$ cat config.mk
export PLATFORM = sky130hd
export DESIGN_NAME = clint_ctrl_flat
export DESIGN_NICKNAME = d
export VERILOG_FILES = /design/src/rtl/clint_ctrl_pkg.sv /design/src/rtl/clint_ctrl_if.sv /design/src/rtl/clint_ctrl.sv /design/src/flat_wrapper.sv
export SDC_FILE = /design/constraint.sdc
export NUM_CORES = 1
export LEC_CHECK = 0
export ABC_CLOCK_PERIOD_IN_PS = 3400
export CAP_MARGIN = 40
export CORE_AREA = 2 2 119 121
export DETAILED_ROUTE_END_ITERATION = 8
export DIE_AREA = 0 0 121 123
export HOLD_SLACK_MARGIN = 0.03
export PLACE_DENSITY_LB_ADDON = 0.08
export SLEW_MARGIN = 20
export SYNTH_ARGS = -nofsm -noshare
export SYNTH_HDL_FRONTEND = slang
export SYNTH_SLANG_ARGS = --single-unit
$ cat constraint.sdc
create_clock -name clk -period 3.4 [get_ports clk]
set_clock_uncertainty 0.15 [all_clocks]
set_input_delay 0.85 -clock clk [delete_from_list [all_inputs] [get_ports clk]]
set_output_delay 0.85 -clock clk [all_outputs]
set_load 0.01 [all_outputs]
$ cat src/rtl/clint_ctrl_pkg.sv
// Shared constants for the core-local interrupt controller: CSR addresses,
// SYSTEM instruction encodings, trap causes, FSM state encoding, mstatus helpers.
package clint_ctrl_pkg;

  typedef enum logic [2:0] {
    S_IDLE      = 3'd0,
    S_W_MEPC    = 3'd1,
    S_W_MSTATUS = 3'd2,
    S_W_MCAUSE  = 3'd3,
    S_ASSERT    = 3'd4,
    S_MRET_W    = 3'd5
  } state_e;

  localparam logic [31:0] CSR_MSTATUS = 32'h0000_0300;
  localparam logic [31:0] CSR_MEPC    = 32'h0000_0341;
  localparam logic [31:0] CSR_MCAUSE  = 32'h0000_0342;

  localparam logic [31:0] INST_ECALL  = 32'h0000_0073;
  localparam logic [31:0] INST_EBREAK = 32'h0010_0073;
  localparam logic [31:0] INST_MRET   = 32'h3020_0073;

  localparam logic [31:0] CAUSE_ECALL  = 32'd11;
  localparam logic [31:0] CAUSE_EBREAK = 32'd3;
  localparam logic [31:0] CAUSE_ASYNC  = 32'h8000_000B;

  // Trap entry: MPIE takes the old MIE, MIE is cleared.
  function automatic logic [31:0] trap_mstatus(input logic [31:0] ms);
    logic [31:0] r;
    r    = ms;
    r[7] = ms[3];
    r[3] = 1'b0;
    return r;
  endfunction

  // Trap return: MIE takes MPIE back, MPIE is set.
  function automatic logic [31:0] mret_mstatus(input logic [31:0] ms);
    logic [31:0] r;
    r    = ms;
    r[3] = ms[7];
    r[7] = 1'b1;
    return r;
  endfunction

endpackage

$ cat src/rtl/clint_ctrl_if.sv
// CSR-side bus of the interrupt controller: live CSR values in, CSR write port out.
interface clint_ctrl_if;
  logic [31:0] csr_mtvec_i;
  logic [31:0] csr_mepc_i;
  logic [31:0] csr_mstatus_i;
  logic        global_int_en_i;
  logic        we_o;
  logic [31:0] waddr_o;
  logic [31:0] data_o;

  modport master (
    input  csr_mtvec_i, csr_mepc_i, csr_mstatus_i, global_int_en_i,
    output we_o, waddr_o, data_o
  );

  modport slave (
    output csr_mtvec_i, csr_mepc_i, csr_mstatus_i, global_int_en_i,
    input  we_o, waddr_o, data_o
  );
endinterface

$ cat src/rtl/clint_ctrl.sv
// Core-local interrupt controller: sequences trap entry/return CSR writes and the pipeline redirect.
// Define CLINT_SYNC_EXC_EN to make ECALL/EBREAK trap; otherwise they pass through untouched.
module clint_ctrl
  import clint_ctrl_pkg::*;
(
  input  logic              clk,
  input  logic              rst,
  input  logic [31:0]       inst_i,
  input  logic [31:0]       inst_addr_i,
  input  logic              jump_flag_i,
  input  logic [31:0]       jump_addr_i,
  input  logic [7:0]        int_flag_i,
  input  logic              div_busy_i,
  clint_ctrl_if.master      csr_bus,
  output logic              hold_flag_o,
  output logic              int_assert_o,
  output logic [31:0]       int_addr_o
);

  state_e      state_q, state_d;
  logic [31:0] pc_q, pc_d;
  logic [31:0] cause_q, cause_d;
  logic        mret_q, mret_d;

  logic        sync_trig;
  logic [31:0] sync_cause;
  logic        is_mret;
  logic        async_req;
  logic        we;
  logic [31:0] waddr;
  logic [31:0] wdata;

`ifdef CLINT_SYNC_EXC_EN
  assign sync_trig  = (inst_i == INST_ECALL) || (inst_i == INST_EBREAK);
  assign sync_cause = (inst_i == INST_EBREAK) ? CAUSE_EBREAK : CAUSE_ECALL;
`else
  assign sync_trig  = 1'b0;
  assign sync_cause = CAUSE_ECALL;
`endif

  assign is_mret   = (inst_i == INST_MRET);
  assign async_req = (int_flag_i != 8'h00) && csr_bus.global_int_en_i && !div_busy_i;

  always_ff @(posedge clk) begin
    if (!rst) begin
      state_q <= S_IDLE;
      pc_q    <= '0;
      cause_q <= '0;
      mret_q  <= 1'b0;
    end else begin
      state_q <= state_d;
      pc_q    <= pc_d;
      cause_q <= cause_d;
      mret_q  <= mret_d;
    end
  end

  always_comb begin
    state_d      = state_q;
    pc_d         = pc_q;
    cause_d      = cause_q;
    mret_d       = mret_q;
    hold_flag_o  = 1'b1;
    we           = 1'b0;
    waddr        = '0;
    wdata        = '0;
    int_assert_o = 1'b0;
    int_addr_o   = '0;
    unique case (state_q)
      S_IDLE: begin
        hold_flag_o = 1'b0;
        // Synchronous traps beat MRET, which beats a pending async request.
        if (sync_trig) begin
          state_d     = S_W_MEPC;
          pc_d        = inst_addr_i;
          cause_d     = sync_cause;
          mret_d      = 1'b0;
          hold_flag_o = 1'b1;
        end else if (is_mret) begin
          state_d     = S_MRET_W;
          mret_d      = 1'b1;
          hold_flag_o = 1'b1;
        end else if (async_req) begin
          state_d     = S_W_MEPC;
          pc_d        = jump_flag_i ? jump_addr_i : inst_addr_i;
          cause_d     = CAUSE_ASYNC;
          mret_d      = 1'b0;
          hold_flag_o = 1'b1;
        end
      end
      S_W_MEPC: begin
        we      = 1'b1;
        waddr   = CSR_MEPC;
        wdata   = pc_q;
        state_d = S_W_MSTATUS;
      end
      S_W_MSTATUS: begin
        we      = 1'b1;
        waddr   = CSR_MSTATUS;
        wdata   = trap_mstatus(csr_bus.csr_mstatus_i);
        state_d = S_W_MCAUSE;
      end
      S_W_MCAUSE: begin
        we      = 1'b1;
        waddr   = CSR_MCAUSE;
        wdata   = cause_q;
        state_d = S_ASSERT;
      end
      S_MRET_W: begin
        we      = 1'b1;
        waddr   = CSR_MSTATUS;
        wdata   = mret_mstatus(csr_bus.csr_mstatus_i);
        state_d = S_ASSERT;
      end
      S_ASSERT: begin
        int_assert_o = 1'b1;
        int_addr_o   = mret_q ? csr_bus.csr_mepc_i : csr_bus.csr_mtvec_i;
        state_d      = S_IDLE;
      end
      default: begin
        state_d     = S_IDLE;
        hold_flag_o = 1'b0;
      end
    endcase
  end

  assign csr_bus.we_o    = we;
  assign csr_bus.waddr_o = waddr;
  assign csr_bus.data_o  = wdata;

endmodule

$ cat src/flat_wrapper.sv
// flat-port wrapper written by rule: the top's interface ports become plain ports
module clint_ctrl_flat import clint_ctrl_pkg::*;
  (clk, rst, inst_i, inst_addr_i, jump_flag_i, jump_addr_i, int_flag_i, div_busy_i, hold_flag_o, int_assert_o, int_addr_o, csr_bus_csr_mtvec_i, csr_bus_csr_mepc_i, csr_bus_csr_mstatus_i, csr_bus_global_int_en_i, csr_bus_we_o, csr_bus_waddr_o, csr_bus_data_o);
  clint_ctrl_if csr_bus_i ();
  input  logic clk;
  input  logic rst;
  input  logic [31:0] inst_i;
  input  logic [31:0] inst_addr_i;
  input  logic jump_flag_i;
  input  logic [31:0] jump_addr_i;
  input  logic [7:0] int_flag_i;
  input  logic div_busy_i;
  output logic hold_flag_o;
  output logic int_assert_o;
  output logic [31:0] int_addr_o;
  input wire logic [$bits(csr_bus_i.csr_mtvec_i)-1:0] csr_bus_csr_mtvec_i;
  input wire logic [$bits(csr_bus_i.csr_mepc_i)-1:0] csr_bus_csr_mepc_i;
  input wire logic [$bits(csr_bus_i.csr_mstatus_i)-1:0] csr_bus_csr_mstatus_i;
  input wire logic [$bits(csr_bus_i.global_int_en_i)-1:0] csr_bus_global_int_en_i;
  output wire logic [$bits(csr_bus_i.we_o)-1:0] csr_bus_we_o;
  output wire logic [$bits(csr_bus_i.waddr_o)-1:0] csr_bus_waddr_o;
  output wire logic [$bits(csr_bus_i.data_o)-1:0] csr_bus_data_o;
  assign csr_bus_i.csr_mtvec_i = csr_bus_csr_mtvec_i;
  assign csr_bus_i.csr_mepc_i = csr_bus_csr_mepc_i;
  assign csr_bus_i.csr_mstatus_i = csr_bus_csr_mstatus_i;
  assign csr_bus_i.global_int_en_i = csr_bus_global_int_en_i;
  assign csr_bus_we_o = csr_bus_i.we_o;
  assign csr_bus_waddr_o = csr_bus_i.waddr_o;
  assign csr_bus_data_o = csr_bus_i.data_o;
  clint_ctrl u_core (.clk(clk), .rst(rst), .inst_i(inst_i), .inst_addr_i(inst_addr_i), .jump_flag_i(jump_flag_i), .jump_addr_i(jump_addr_i), .int_flag_i(int_flag_i), .div_busy_i(div_busy_i), .csr_bus(csr_bus_i), .hold_flag_o(hold_flag_o), .int_assert_o(int_assert_o), .int_addr_o(int_addr_o));
endmodule
==> flow_metrics.py <==
metrics = {
    "detailed_routing": {
        "viasPerCell": 4.54,
        "drc": 0,
        "vias": 3811,
        "first_pass_iters": 4,
        "ant_nets": 0,
        "wl_um": 13400,
        "drt_iter0_drc": 83,
        "wl_per_cell_um": 16.0,
    },
    "synthesis": {
        "yosysMostFrequentCell": "nor2_1",
        "synth.top_cell.area_share_pct": 22.6,
        "synthCells": 387,
        "async_reset_ff_share_pct": 0,
        "ys_types": 41,
        "ys_ff_latch": 37,
        "synth_edf_count": 0,
        "yosysSeqAreaShare_pct": 22.6,
        "syn_avg_cell_area_um2": 8.45,
        "synth.area.top_cells": "dfxtp_1 23%, a221oi_2 13%, mux2i_1 10%",
        "synth_warnings": 0,
        "yosysTopAreaCell": "dfxtp_1",
        "syn-cell-area_mm2": 0.00327,
        "yosys-top-cells-count": "39 x nor2_1, 37 x dfxtp_1, 36 x inv_1",
        "ys.flop_type": "dfxtp_1",
    },
    "global_route": {
        "grt_first_pass_wirelength_um": 20000,
        "grt_use_total_pct": 17.1,
        "grt_max_degree": 34,
        "antenna_found_initial": 2,
        "grt_pass1_vias": 3888,
        "grt_overflow": 0,
    },
    "timing": {
        "rsz0062_at_grt": "no",
        "finalHoldViolCount": 0,
        "finalSetupViolCount": 0,
        "slew_viol_final": 0,
        "fin_ws_ns": 0.0946,
        "clock.fmax_ghz": 0.303,
        "min_period_ns": 3.31,
        "relSlewSlack_pct": 60.0,
        "holdWs_ns": 0.311,
        "final.period_utilization_pct": 97.2,
        "worst_pin_slew_ns": 0.600,
    },
    "clocking": {
        "cts_setup_buffers": 0,
        "clk_pin_slew_ns": 0.05,
        "clockBufferDepth": 2,
        "cts_sinks": 37,
        "cts_max_level": 2,
        "tritoncts": "done",
        "root_buffer": "clkbuf_16",
        "ctsHoldBuffers": 0,
        "clock_latency_ns": 0.27,
        "cts_buffers": 5,
    },
    "power": {
        "p_leak_nw": 2.24,
        "peakVddDrop_v": 0.000197,
        "power.density_mw_per_mm2": 282,
        "finalPower_mw": 1.79,
    },
    "die": {
        "dieWidth_um": 121,
        "coreArea_mm2": 0.0136,
        "fp-row-count": 43,
        "io_pins": 304,
        "die_h_um": 123,
        "dieArea_mm2": 0.0149,
        "start_util_pct": 24.0,
    },
    "setup_path": {
        "cp-start-kind": "primary input",
        "end_kind": "output port",
        "rr_endpoint": "u_core.pc_q[1]",
        "ff2ff_path_depth": 6,
        "critical_path_peak_fanout": 2,
        "cp.required_ns": 2.40,
        "cp.arrival_ns": 2.31,
        "worstReg2RegStart": "u_core.state_q[1]",
        "r2r_setup_slack_ns": 1.16,
        "critPathKind": "in2out",
    },
    "final_layout": {
        "final_nets": 862,
        "drive_gt1_share_pct": 11.7,
        "area_growth_pct": 94.5,
    },
    "placed_design": {
        "io_buffers": 276,
        "preCtsSetupSlack_ns": -0.607,
        "place.gp.congestion": 0.750,
        "place_hpwl_um": 11000,
    },
    "flow_run": {
        "maxCapViolCount": 0,
    },
    "min_path": {
        "hp-class": "reg2reg",
        "min-delay-start": "u_core.pc_q[29]",
        "whs_path_depth": 2,
        "min_to": "u_core.pc_q[29]",
    },
    "outcome": {
        "status": "finished, final reports clean",
    },
}
[timing repair]
action / in CTS / in global routing
endpoints found under the hold margin: 0 / 0
resized for setup: 14 / 7
setup endpoints to repair: 1 / 20
pin swaps: 5 / 5
cloned: 0 / 0
[metrics by stage]
step	cell area (um^2)	utilization, %	instances	setup TNS, ns
after detailed placement	6180	45.4	830	-0.607
after CTS	6350	46.6	838	0
after global placement	6180	45.4	830	-0.567
final	6360	46.7	840	0
after floorplan	3370	-	413	0
after global routing	6360	46.7	840	0
[cell type report]
class                      count  area (um^2)
timing repair buffer         301         2970
fill                        1352         7250
clock inverter                 2         37.5
tap                          180          225
clock buffer                   6          139
sequential                    37          742
antenna                        2         5.00
multi-input combinational    275         2100
inverter                      37          139
[worst max path at each step]
stage,start,slack [ns],end,cells past startpoint
after floorplan,inst_i[9],0.07,hold_flag_o,5
after global placement,inst_i[9],-0.57,hold_flag_o,6
after detailed placement,inst_i[9],-0.61,hold_flag_o,6
after CTS,inst_i[13],0.01,hold_flag_o,6
after global routing,inst_i[12],0.02,hold_flag_o,6
final,inst_i[9],0.09,hold_flag_o,6
[worst max-delay path: stages]
cell             delay (ns)
clkdlybuf4s15_1        0.18
or4_4                  0.53
nor4_4                 0.36
nand2_4                0.07
a32oi_1                0.16
buf_2                  0.16
[cells in the final DEF (no fill, tap or decap), types with 2 or more instances in the layout]
cell,Yosys,layout
inv_1,36,36
nor4_1,4,4
or4_4,2,2
buf_4,29,21
a211oi_1,32,32
a221oi_1,3,3
nand2_1,7,7
clkbuf_16,0,5
diode_2,0,2
a22oi_1,3,3
a21oi_1,6,6
dlygate4sd2_1,0,3
dfxtp_1,37,36
buf_12,0,3
clkdlybuf4s50_1,0,266
a221oi_2,29,29
nand2b_1,2,2
conb_1,1,27
a22o_1,27,27
clkdlybuf4s15_1,0,4
mux2i_1,33,33
o21ai_0,7,7
nor2_1,39,38
buf_2,1,2
nor2b_1,35,34
[cell families after synthesis]
family	share of synthesized area (%)
other cells	0.115
simple gates	17.1
mux	10.1
compound gates	33.7
buf+inv	16.3
flops	22.6
[state kept, by name (all words and copies together) (netlist names)]
| register | flops |
|---|---|
| u_core.pc_q | 32 |
| u_core.state_q | 3 |
| u_core.mret_q | 1 |
| u_core.cause_q | 1 |
[routing by layer]
| layer | wire (um) | vias to the layer above | share of wire [%] | GRT usage, % |
|---|---|---|---|---|
| li1 | - | 1900 | - | - |
| met3 | 1300 | 13 | 9.7 | 5.77 |
| met1 | 4900 | 1722 | 37 | 17.7 |
| met4 | 203 | 0 | 1.5 | 4.43 |
| met2 | 7010 | 176 | 52 | 32.9 |
| met5 | 0 | - | 0 | 0 |
[power by group]
group          switching (mW)  internal [mW]  total [mW]
clock network           0.183          0.366       0.549
logic                   0.284          0.448       0.732
registers              0.0322          0.478       0.510
total                   0.500           1.29        1.79
No activity file was read; power rests on OpenSTA's default activity.
